`src/rtl/cache_ctrl_if.sv`:
```
// Request/response and memory-side bundle for cache_ctrl.
// master: the client plus the memory block. slave: the controller.
interface cache_if #(
  parameter int unsigned KEY_WIDTH   = 16,
  parameter int unsigned VALUE_WIDTH = 64
);
  logic                   req_valid;
  logic                   req_ready;
  logic [1:0]             req_op;
  logic [KEY_WIDTH-1:0]   req_key;
  logic [VALUE_WIDTH-1:0] req_value;
  logic                   resp_valid;
  logic                   resp_ready;
  logic [1:0]             resp_status;
  logic [VALUE_WIDTH-1:0] resp_value;
  logic [1:0]             mem_op;
  logic [KEY_WIDTH-1:0]   mem_key;
  logic [VALUE_WIDTH-1:0] mem_value;
  logic                   mem_hit;
  logic [VALUE_WIDTH-1:0] mem_rdata;
  logic                   mem_full;

  modport master (
    output req_valid, req_op, req_key, req_value, resp_ready,
           mem_hit, mem_rdata, mem_full,
    input  req_ready, resp_valid, resp_status, resp_value,
           mem_op, mem_key, mem_value
  );

  modport slave (
    input  req_valid, req_op, req_key, req_value, resp_ready,
           mem_hit, mem_rdata, mem_full,
    output req_ready, resp_valid, resp_status, resp_value,
           mem_op, mem_key, mem_value
  );
endinterface

```
`src/rtl/cache_ctrl.sv`:
```
// Key/value cache controller: one outstanding GET/SET/DEL at a time,
// sequencing a lookup and optional write against an external memory block.
module cache_ctrl #(
  parameter int unsigned KEY_WIDTH   = 16,
  parameter int unsigned VALUE_WIDTH = 64
) (
  input logic   clk,
  input logic   rst_n,
  cache_if.slave bus
);

  typedef enum logic [1:0] {IDLE, LOOKUP, WRITE, RESP} state_t;
  typedef enum logic [1:0] {OP_GET = 2'b00, OP_SET = 2'b01, OP_DEL = 2'b10, OP_BAD = 2'b11} op_t;
  typedef enum logic [1:0] {ST_OK = 2'b00, ST_MISS = 2'b01, ST_FULL = 2'b10, ST_BADOP = 2'b11} status_t;
  typedef enum logic [1:0] {MEM_NOP = 2'b00, MEM_READ = 2'b01, MEM_WRITE = 2'b10, MEM_DELETE = 2'b11} mem_op_t;

  state_t                 state;
  op_t                    op_q;
  logic [KEY_WIDTH-1:0]   key_in;
  logic [VALUE_WIDTH-1:0] value_in;
  logic [VALUE_WIDTH-1:0] hit_data;

  always_comb begin
    key_in   = bus.req_key;
    value_in = bus.req_value;
    hit_data = bus.mem_hit ? bus.mem_rdata : '0;
  end

  // Lookup results are consumed on the edge closing LOOKUP, so the decision
  // and the registered response are both taken from that single sample.
  always_ff @(posedge clk or negedge rst_n) begin
    if (!rst_n) begin
      state           <= IDLE;
      op_q            <= OP_GET;
      bus.req_ready   <= 1'b0;
      bus.resp_valid  <= 1'b0;
      bus.resp_status <= ST_OK;
      bus.resp_value  <= '0;
      bus.mem_op      <= MEM_NOP;
      bus.mem_key     <= '0;
      bus.mem_value   <= '0;
    end else begin
      case (state)
        IDLE: begin
          bus.req_ready <= 1'b1;
          if (bus.req_valid && bus.req_ready) begin
            op_q          <= op_t'(bus.req_op);
            bus.mem_key   <= key_in;
            bus.mem_value <= value_in;
            bus.req_ready <= 1'b0;
            if (op_t'(bus.req_op) == OP_BAD) begin
              state           <= RESP;
              bus.resp_valid  <= 1'b1;
              bus.resp_status <= ST_BADOP;
            end else begin
              state      <= LOOKUP;
              bus.mem_op <= MEM_READ;
            end
          end
        end
        LOOKUP: begin
          bus.mem_op <= MEM_NOP;
          case (op_q)
            OP_SET: begin
              if (bus.mem_hit || !bus.mem_full) begin
                state      <= WRITE;
                bus.mem_op <= MEM_WRITE;
              end else begin
                state           <= RESP;
                bus.resp_valid  <= 1'b1;
                bus.resp_status <= ST_FULL;
              end
            end
            OP_DEL: begin
              if (bus.mem_hit) begin
                state      <= WRITE;
                bus.mem_op <= MEM_DELETE;
              end else begin
                state           <= RESP;
                bus.resp_valid  <= 1'b1;
                bus.resp_status <= ST_MISS;
              end
            end
            default: begin
              state           <= RESP;
              bus.resp_valid  <= 1'b1;
              bus.resp_status <= bus.mem_hit ? ST_OK : ST_MISS;
              bus.resp_value  <= hit_data;
            end
          endcase
        end
        WRITE: begin
          bus.mem_op      <= MEM_NOP;
          state           <= RESP;
          bus.resp_valid  <= 1'b1;
          bus.resp_status <= ST_OK;
          bus.resp_value  <= '0;
        end
        RESP: begin
          if (bus.resp_ready) begin
            bus.resp_valid  <= 1'b0;
            bus.resp_status <= ST_OK;
            bus.resp_value  <= '0;
            bus.req_ready   <= 1'b1;
            state           <= IDLE;
          end
        end
        default: state <= IDLE;
      endcase
    end
  end

endmodule

```
`src/flat_wrapper.sv`:
```
// flat-port wrapper written by rule: the top's interface ports become plain ports
module cache_ctrl_flat 
#(
  parameter int unsigned KEY_WIDTH   = 16,
  parameter int unsigned VALUE_WIDTH = 64
)
  (clk, rst_n, bus_req_valid, bus_req_op, bus_req_key, bus_req_value, bus_resp_ready, bus_mem_hit, bus_mem_rdata, bus_mem_full, bus_req_ready, bus_resp_valid, bus_resp_status, bus_resp_value, bus_mem_op, bus_mem_key, bus_mem_value);
  cache_if #(.KEY_WIDTH(KEY_WIDTH), .VALUE_WIDTH(VALUE_WIDTH)) bus_i ();
  input logic clk;
  input logic rst_n;
  input wire logic [$bits(bus_i.req_valid)-1:0] bus_req_valid;
  input wire logic [$bits(bus_i.req_op)-1:0] bus_req_op;
  input wire logic [$bits(bus_i.req_key)-1:0] bus_req_key;
  input wire logic [$bits(bus_i.req_value)-1:0] bus_req_value;
  input wire logic [$bits(bus_i.resp_ready)-1:0] bus_resp_ready;
  input wire logic [$bits(bus_i.mem_hit)-1:0] bus_mem_hit;
  input wire logic [$bits(bus_i.mem_rdata)-1:0] bus_mem_rdata;
  input wire logic [$bits(bus_i.mem_full)-1:0] bus_mem_full;
  output wire logic [$bits(bus_i.req_ready)-1:0] bus_req_ready;
  output wire logic [$bits(bus_i.resp_valid)-1:0] bus_resp_valid;
  output wire logic [$bits(bus_i.resp_status)-1:0] bus_resp_status;
  output wire logic [$bits(bus_i.resp_value)-1:0] bus_resp_value;
  output wire logic [$bits(bus_i.mem_op)-1:0] bus_mem_op;
  output wire logic [$bits(bus_i.mem_key)-1:0] bus_mem_key;
  output wire logic [$bits(bus_i.mem_value)-1:0] bus_mem_value;
  assign bus_i.req_valid = bus_req_valid;
  assign bus_i.req_op = bus_req_op;
  assign bus_i.req_key = bus_req_key;
  assign bus_i.req_value = bus_req_value;
  assign bus_i.resp_ready = bus_resp_ready;
  assign bus_i.mem_hit = bus_mem_hit;
  assign bus_i.mem_rdata = bus_mem_rdata;
  assign bus_i.mem_full = bus_mem_full;
  assign bus_req_ready = bus_i.req_ready;
  assign bus_resp_valid = bus_i.resp_valid;
  assign bus_resp_status = bus_i.resp_status;
  assign bus_resp_value = bus_i.resp_value;
  assign bus_mem_op = bus_i.mem_op;
  assign bus_mem_key = bus_i.mem_key;
  assign bus_mem_value = bus_i.mem_value;
  cache_ctrl #(.KEY_WIDTH(KEY_WIDTH), .VALUE_WIDTH(VALUE_WIDTH)) u_core (.clk(clk), .rst_n(rst_n), .bus(bus_i));
endmodule
```
`config.mk`:
```
export PLATFORM = sky130hd
export DESIGN_NAME = cache_ctrl_flat
export DESIGN_NICKNAME = d
export VERILOG_FILES = /design/src/rtl/cache_ctrl_if.sv /design/src/rtl/cache_ctrl.sv /design/src/flat_wrapper.sv
export SDC_FILE = /design/constraint.sdc
export NUM_CORES = 1
export LEC_CHECK = 0
export ABC_CLOCK_PERIOD_IN_PS = 1750
export BUFFER_PORTS_ARGS = -buffer_cell sky130_fd_sc_hd__buf_2
export CORE_UTILIZATION = 42
export CTS_CLUSTER_DIAMETER = 150
export CTS_CLUSTER_SIZE = 28
export DETAILED_ROUTE_END_ITERATION = 8
export HOLD_SLACK_MARGIN = 0.02
export PLACE_DENSITY = 0.8
export SLEW_MARGIN = 20
export SYNTH_ARGS = -nofsm -noshare
export SYNTH_HDL_FRONTEND = slang
export SYNTH_SLANG_ARGS = --single-unit
```
`constraint.sdc`:
```
create_clock -name clk -period 1.75 [get_ports clk]
set_clock_uncertainty 0.05 [all_clocks]
set_input_delay 0 -clock clk [delete_from_list [all_inputs] [get_ports clk]]
set_output_delay 0 -clock clk [all_outputs]
set_load 0.03 [all_outputs]
```
Yosys cells after proc, flatten, opt, wreduce, memory -nomap -nowiden
Index checks and enable logic that the tools add are counted.
{"block": "classes", "n_eq_ne": 13, "muxes": 34, "reduce_logical": 14}
{"cell": "two-way mux 64 bit", "count": 3}
{"cell": "one-hot mux 64 bit (3 select lines)", "count": 1}
{"cell": "two-way mux 2 bit", "count": 11}
{"cell": "one-hot mux 2 bit (4 select lines)", "count": 2}
{"cell": "one-hot mux 2 bit (2 select lines)", "count": 3}
{"cell": "two-way mux 1 bit", "count": 10}
{"cell": "equality test 2 bit, second input constant", "count": 4}
{"cell": "inequality test 2 bit, second input constant", "count": 3}
{"cell": "inequality test 3 bit, second input constant", "count": 2}
{"cell": "one-hot mux 2 bit (3 select lines)", "count": 1}
{"cell": "AND reduction 2 bit", "count": 3}
{"cell": "AND reduction 3 bit", "count": 2}
{"cell": "nonzero test 3 bit", "count": 2}
{"cell": "AND reduction 5 bit", "count": 1}
{"cell": "equality test 2 x 1 -> 1 bit, second input constant", "count": 2}
{"cell": "inequality test 2 x 1 -> 1 bit, second input constant", "count": 2}
{"cell": "one-hot mux 1 bit (2 select lines)", "count": 2}
{"cell": "one-hot mux 1 bit (4 select lines)", "count": 1}
{"cell": "zero test 2 bit", "count": 1}
{"cell": "nonzero test 2 bit", "count": 1}
{"cell": "OR reduction 2 bit", "count": 1}
{"cell": "logical AND 1 bit", "count": 1}
{"cell": "zero test 1 bit", "count": 1}
{"cell": "logical OR 1 bit", "count": 1}
{"block": "totals", "regBits": 154, "input_bits": 152, "word_cells": 70}

Depth between registers and ports, before layout
Gate-level depths: netlist of run 1.
{"block": "depth", "word_depth": 5, "depth_mapped": 8, "mapped_depth_nobuf": 6}

Worst setup path after synthesis of run 1
Ideal clock, no wire load.
{"block": "synth_timing", "path_type": "reg2reg", "start": "register u_core.state[0]", "end": "register u_core.bus.mem_key[0] (netlist name)", "arrival_time_ns": 1.581, "required_time_ns": 1.575, "slack_ns": -0.005, "stages_incl_launch_ff": 8, "period_less_slack_ns": 1.755, "path_cell_list": "dfrtp_1 -> inv_1 -> ha_1 -> buf_4 -> nand3_1 -> buf_4 -> buf_6 -> mux2_2"}
{"block": "synth_between", "elab_chain_len": 2}
{"item": "from (decl)", "line_no": "cache_ctrl.sv:17", "source": "state_t state;"}
{"item": "from (signal assigned)", "line_no": "cache_ctrl.sv:33", "source": "state <= IDLE;"}
{"item": "from (signal assigned)", "line_no": "cache_ctrl.sv:52", "source": "state <= RESP;"}
{"item": "from (signal assigned)", "line_no": "cache_ctrl.sv:56", "source": "state <= LOOKUP;"}
{"item": "zero test 2 bit", "line_no": "cache_ctrl.sv:43", "source": "case (state)"}
{"item": "AND reduction 2 bit (no source line)"}
{"item": "to (signal assigned)", "line_no": "cache_ctrl.sv:48", "source": "bus.mem_key <= key_in;"}
{"item": "to (decl)", "line_no": "cache_ctrl_if.sv:34", "source": "mem_op, mem_key, mem_value"}
Every way passes these cells.
A chain may end at the register's enable or synchronous reset.

Worst setup path after layout of run 1
{"block": "layout_timing", "start": "register u_core.state[0]", "end": "register u_core.bus.resp_value[14]"}
{"block": "layout_between", "elab_chain_len": 3, "elab_cells_between_ends": 8}
{"item": "equality test 2 x 1 -> 1 bit / equality test 2 bit (equally long branches)", "line_no": "cache_ctrl.sv:43"}
{"item": "inequality test 2 bit (no source line) / nonzero test 3 bit (equally long branches)"}
{"item": "AND reduction 3 bit (no source line)"}
{"item": "to (signal assigned)", "line_no": "cache_ctrl.sv:88", "source": "bus.resp_value <= hit_data;"}
{"item": "to (decl)", "line_no": "cache_ctrl_if.sv:33", "source": "output req_ready, resp_valid, resp_status, resp_value,"}
Parallel ways exist; a longest one is shown, timed or not.

==> results.md, run 1 <==
- Status: finished, violations left
- Synth top area share: 0.614
- Syn Std Cell Area: about 0.0063 mm^2
- HPWL after detailed placement: 12.2 mm
- Clk_lat worst skew: a little over 0.4 ns
- Final setup viols: 51
- Critical path launch point type: flip-flop
- Die ar.: 0.0154 mm^2
- Area leader, netlist: dfrtp_1
- Arrival time at the worst endpoint: 2.12 ns
- Buffers on Ports: 301
- Slowest cell on crit path: dfrtp_2
- Via Count: roughly 6.2k
- M3 GR Usage: 0.0619
- Pin count of the biggest net entering global routing: just under 60
- Core ar.: approximately 0.015 mm^2
- Final Util: 0.744
- Setup ws final: -0.0691 ns
- Mean area per synthesized cell: 12.1 um^2
- Die Wd: around 120 um
- WL/cell: roughly 19 um
- TritonRoute pass-1 iters: 5
- Library cells used by synthesis: 27
- LEAKAGE: 5.68 nW
- Nets: 1,183
- Ys Warns: 0
- Fin. max-slew vios: 0
- Met2 usage in global routing: 0.513
- Asr flop ratio synth: 1.00
- First-pass GRT wire length: 34.3 mm
- Failing checks: negative setup slack
- Top-Level Pins: 302
- Initial antenna violation count: 1
- Critical path endpoint category: flip-flop
- Post-route clock period utilization: 1.04
- Min Hold Slack: around 0.067 ns
- Synth area leaders: dfrtp_1, mux2_2, nand2_1
- Max VDD drop: 0.00115 V
- PD cells: 2120 mW/mm^2
- Maximum capacitance violations: 0
- P&R area growth vs syn: 72.3%
- ANT nets after route: 0
- Setup TNS: -1.40 ns
- Die Y: 124 um
- RSZ-0062 raised after global routing: yes
- Layer with the highest usage: met2
- Min Tclk post-route: 1.82 ns
- Seq cells post-synth: 154
- # clock sinks: 154
- Grt total ovfl: 0
- Setup Crit Path Kind: flip-flop to flip-flop
- Cell family with most CP delay: simple AND/OR/NAND/NOR gates
- Dominant synthesized flop cell: dfrtp_1
- DRT Wirelength: 23.4 mm
- Vias per cell: 5.12
- H-tree levels: 4
- Worst-Margin Slew: 0.510 ns
- CP peak stage delay: 0.45 ns
- Cell Chain, Critical Path: ha_4 > nor2b_4 > buf_6 > nor3_4 > buf_12 > buf_8 > nand3_1 > nand2_2
- Drt drc: 0
- Hold Fails Final Rpt: 0
- Cell count after synthesis: 517
- Req. time, crit path: 2.05 ns
- CTS max path bufs: 2
- Crit path max fanout: 8
- Root Driver: clkbuf_16
- Slew margin rel.: 0.660
- Met1 Track Usage GR: 0.307
- Iteration-0 DRC Markers: 406
- CTS Buf Count: 17
- All-Layer GR Usage: 0.285
- Share of cells above drive strength 1: 0.493
- R2r setup slk: -0.07 ns
- Initial core utilization: 0.432
- Post-synthesis sequential area ratio: 0.614
- Syn_nets: about 680
- Setup WS pre-CTS: -0.0823 ns
- Max Freq: 550 MHz
- TritonCTS clock tree: done
- Post-synth EDFFs: 0
- Clk slew on worst S/H paths: 0.07 ns
- RD Place Congestion: between 0.7 and 0.8
- Hold WC Path Type: input pin to flip-flop
- Vias in the first global route: roughly 6.5k
- CP bufs+invs: 3
- Row count: 44
final timing paths:
path | from | endpoint | cells past startpoint
setup / recovery | u_core.state[0] | u_core.bus.resp_value[14] | 8
hold reg to reg | u_core.bus.resp_value[51] | u_core.bus.resp_value[51] | 2
setup reg to reg | u_core.state[0] | u_core.bus.resp_value[14] | 8
hold / removal | bus_req_valid | u_core.bus.mem_op[1] | 4
max in group asynchronous | rst_n | u_core.bus.mem_value[43] | 3
min in group asynchronous | rst_n | u_core.bus.mem_value[52] | 2
Yosys cell counts, drive strengths merged, types with 3 or more instances:
library cell,number
dfrtp,154
nand2,131
mux2,83
nand3,67
buf,29
inv,9
a21oi,8
ha,8
mux2i,4
nor3,4
o21ai,4
nor2,3
nor2b,3
power breakdown:
group	switching, mW	total (mW)	internal (mW)
registers	1.06	6.36	5.30
logic	7.67	12.5	4.88
clock network	1.57	4.04	2.47
total	10.3	22.9	12.6
layer usage:
layer  wire (um)  up-vias
met5           0        -
met4        1150        0
met3        1460       91
met2       12500      354
met1        8310     3054
li1            -     2747
worst reg2reg max path, delay by kind of cell (launching register included):
family	cells	cell delay, ns
AND/OR/NAND/NOR	4	0.62
buffers and inverters	3	0.46
flip-flops	1	0.45
adder cells (fa/ha/maj)	1	0.17
cell families after synthesis:
| family | synth area share |
|---|---|
| and+or+nand+nor | 0.148 |
| DFF | 0.614 |
| muxes | 0.155 |
| buffers and inverters | 0.0500 |
| AOI/OAI and AO/OA | 0.0163 |
| adders and majority gates | 0.0159 |
per-stage QoR:
| step | power, mW | cell area (um^2) | std cells |
|---|---|---|---|
| after floorplan | 13.4 | 6280 | 517 |
| after global placement | 16.5 | 8210 | 1017 |
| after detailed placement | 16.8 | 8210 | 1017 |
| after CTS | 21.4 | 10400 | 1203 |
| after global routing | 24.0 | 10800 | 1221 |
| final | 22.9 | 10800 | 1221 |
placed cells by master (no fill, tap or decap), types with 2 or more instances in the layout:
cell	synthesis	routed
dfrtp_1	154	152
ha_1	8	3
buf_6	20	8
dfrtp_2	0	2
nand3_1	67	56
clkinvlp_4	0	2
ha_2	0	3
buf_8	0	3
o21ai_0	4	4
buf_2	7	300
inv_6	0	3
mux2i_1	4	4
a21oi_1	8	7
nand2_1	131	130
nor2_1	3	3
buf_12	0	9
nor3_1	3	2
ha_4	0	2
bufinv_16	0	4
buf_4	2	40
mux2_2	83	83
clkbuf_16	0	22
dlygate4sd3_1	0	150
nand3_2	0	11
inv_8	0	3
nor2b_4	2	2
inv_1	9	8
state kept, by name, summed over array words and instances (netlist names):
name / count
u_core.bus.resp_status: 2
u_core.op_q: 2
u_core.state: 2
u_core.bus.resp_valid: 1
u_core.bus.req_ready: 1
u_core.bus.resp_value: 64
u_core.bus.mem_key: 16
u_core.bus.mem_op: 2
u_core.bus.mem_value: 64
final cells by class:
class,instances,area (um^2)
flip-flops and latches,154,3860
repair buffers,516,3770
fillers,873,3720
multi-input cells,325,2270
clock buffers,18,439
well taps,184,230
clock inverters,14,209
inverters,9,33.8
diodes,1,2.50
repair_timing:
item                                    in CTS  in global routing
hold buffers                               150                  0
pin swaps                                    1                 17
cloned                                       1                 10
gates resized for setup                      6                 32
endpoints found under the setup margin     108                141
buffers inserted                             3                  7
endpoints found under the hold margin      304                  0
No activity file was read; power rests on OpenSTA's default activity.
==> inputs of run 2 (changes only) <==
Settings changed: CORE_ASPECT_RATIO from default to 0.9, TNS_END_PERCENT from default to 50.
==> results.md, run 2 (synthesis results as in run 1) <==
- Status: complete, no violations
- Crit path max fanout: 8
- H-tree levels: 4
- Core ar.: 0.0147 mm^2
- Root Driver: clkbuf_16
- P&R area growth vs syn: 67.3%
- HPWL after detailed placement: 11.0 mm
- Via Count: ~6k
- Grt total ovfl: 0
- Setup TNS: 0 ns
- Buffers on Ports: between 300 and 400
- Max Freq: 576 MHz
- Reg2Reg Depth: 8
- Die ar.: 0.0154 mm^2
- Row count: 42
- Hold Fails Final Rpt: 0
- Arrival time at the worst endpoint: approximately 2 ns
- Vias per cell: just under 5
- Iteration-0 DRC Markers: roughly 360
- Critical path launch point type: flip-flop
- Die Y: 118 um
- Share of cells above drive strength 1: 0.465
- RSZ-0062 raised after global routing: yes
- LEAKAGE: about 5.5 nW
- Worst-Margin Slew: 0.490 ns
- Biggest regs: u_core.bus.mem_value x64, u_core.bus.resp_value x64, u_core.bus.mem_key x16
- Post-route clock period utilization: 0.992
- All-Layer GR Usage: 0.258
- Multi-input gate area: 0.00218 mm^2
- TritonCTS clock tree: done
- Die Wd: 131 um
- CP endpoint: u_core.bus.resp_value[7]
- Slew margin rel.: 0.673
- Final cell area excluding filler cells: between 0.01 and 0.015 mm^2
- Commonest non-fill, non-tap cell in the layout: buf_2
- Initial core utilization: 0.428
- TritonRoute pass-1 iters: 6
- Vias in the first global route: between 6k and 7k
- Commonest cells after routing, fill and taps aside: buf_2, dfrtp_1, dlygate4sd3_1
- Setup Crit Path Kind: flip-flop to flip-flop
- R2r setup slk: 0.01 ns
- Min Hold Slack: 0.0976 ns
- Critical path endpoint category: flip-flop
- Clk_lat worst skew: a little over 0.4 ns
- Max VDD drop: 0.00133 V
- Top-Level Pins: 302
- Pin count of the biggest net entering global routing: 53
- Req. time, crit path: 2.05 ns
- DRT Wirelength: 20.8 mm
- Number of fill cells: 958
- WL/cell: 17.3 um
- First-pass GRT wire length: 30.3 mm
- CTS max path bufs: 2
- CTS Buf Count: 17
- Crit path from: u_core.state[0]
- Final setup viols: 0
- Reg area: about 0.0039 mm^2
- Post-DP Area: 0.00804 mm^2
- # clock sinks: around 150
- Initial antenna violation count: 1
- Min Tclk post-route: 1.74 ns
- Reg2reg start: u_core.state[0]
- Drt drc: 0
- Hold WC Path Type: input pin to async pin
- Nets: approximately 1.2k
- Reg-to-reg endpoint: u_core.bus.resp_value[7]
- Clk slew on worst S/H paths: 0.07 ns
- ANT nets after route: 0
- Fin. max-slew vios: 0
- Maximum capacitance violations: 0
- RD Place Congestion: just over 0.8
- PD cells: 2100 mW/mm^2
[run 2: area by class of cell]
class | instances | share of cell area
Antenna cell | 1 | 0.000238
Clock buffer | 18 | 0.0418
Clock inverter | 14 | 0.0175
Inverter | 9 | 0.00322
Multi-Input combinational cell | 324 | 0.207
Sequential cell | 154 | 0.367
Tap cell | 198 | 0.0236
Timing Repair Buffer | 490 | 0.339
[run 2: power by group]
| group | total (mW) | leakage, nW | switching [mW] | internal (mW) |
|---|---|---|---|---|
| clock | 3.88 | 0.298 | 1.56 | 2.32 |
| sequential | 6.26 | 1.93 | 0.963 | 5.29 |
| combinational | 11.9 | 3.30 | 7.43 | 4.50 |
[run 2: through the flow]
step | setup slack, ns | std cells | power (mW) | util
2_1_floorplan | 0.0202 | 517 | 13.4 | -
3_3_place_gp | -0.00847 | 1010 | 15.9 | 0.549
3_5_place_dp | -0.0720 | 1010 | 16.2 | 0.549
4_1_cts | 0.0205 | 1200 | 20.9 | 0.703
5_1_grt | -0.0491 | 1208 | 23.1 | 0.716
6_report | 0.0147 | 1208 | 22.1 | 0.716
[run 2: metal layers]
metal / vias to the layer above / part of all wire / GRT usage
met5: - / 0 / 0
met4: 0 / 0.041 / 0.147
met3: 72 / 0.072 / 0.0591
met2: 297 / 0.52 / 0.459
met1: 2920 / 0.37 / 0.276
li1: 2696 / - / -
[run 2: worst max-delay path, stage by stage, from the launching register on]
cell	delay (ns)
dfrtp_2	0.44
ha_2	0.20
nor2b_4	0.13
buf_4	0.15
nor3_4	0.20
buf_6	0.18
clkbuf_16	0.17
nand3_1	0.09
nand2_1	0.08
[run 2: how the worst min path moves through the flow]
stage	startpoint	end	slack, ns	depth (start not counted)
final	rst_n	u_core.bus.mem_value[0]	0.1	2
after global routing	rst_n	u_core.bus.mem_value[0]	0.12	2
after CTS	rst_n	u_core.bus.mem_value[1]	0.06	2
after detailed placement	rst_n	u_core.bus.mem_value[1]	-0.07	1
after global placement	rst_n	u_core.bus.mem_value[1]	-0.06	1
after floorplan	rst_n	u_core.bus.mem_key[0]	-0.35	0
[run 2: what timing repair did]
item | 4_1_cts | 5_1_grt
pin swaps | 2 | 8
endpoints found under the setup margin | 82 | 149
buffers inserted | 4 | 0
gates resized for setup | 8 | 10
cloned | 3 | 7
hold buffers | 151 | 0
endpoints found under the hold margin | 306 | 0
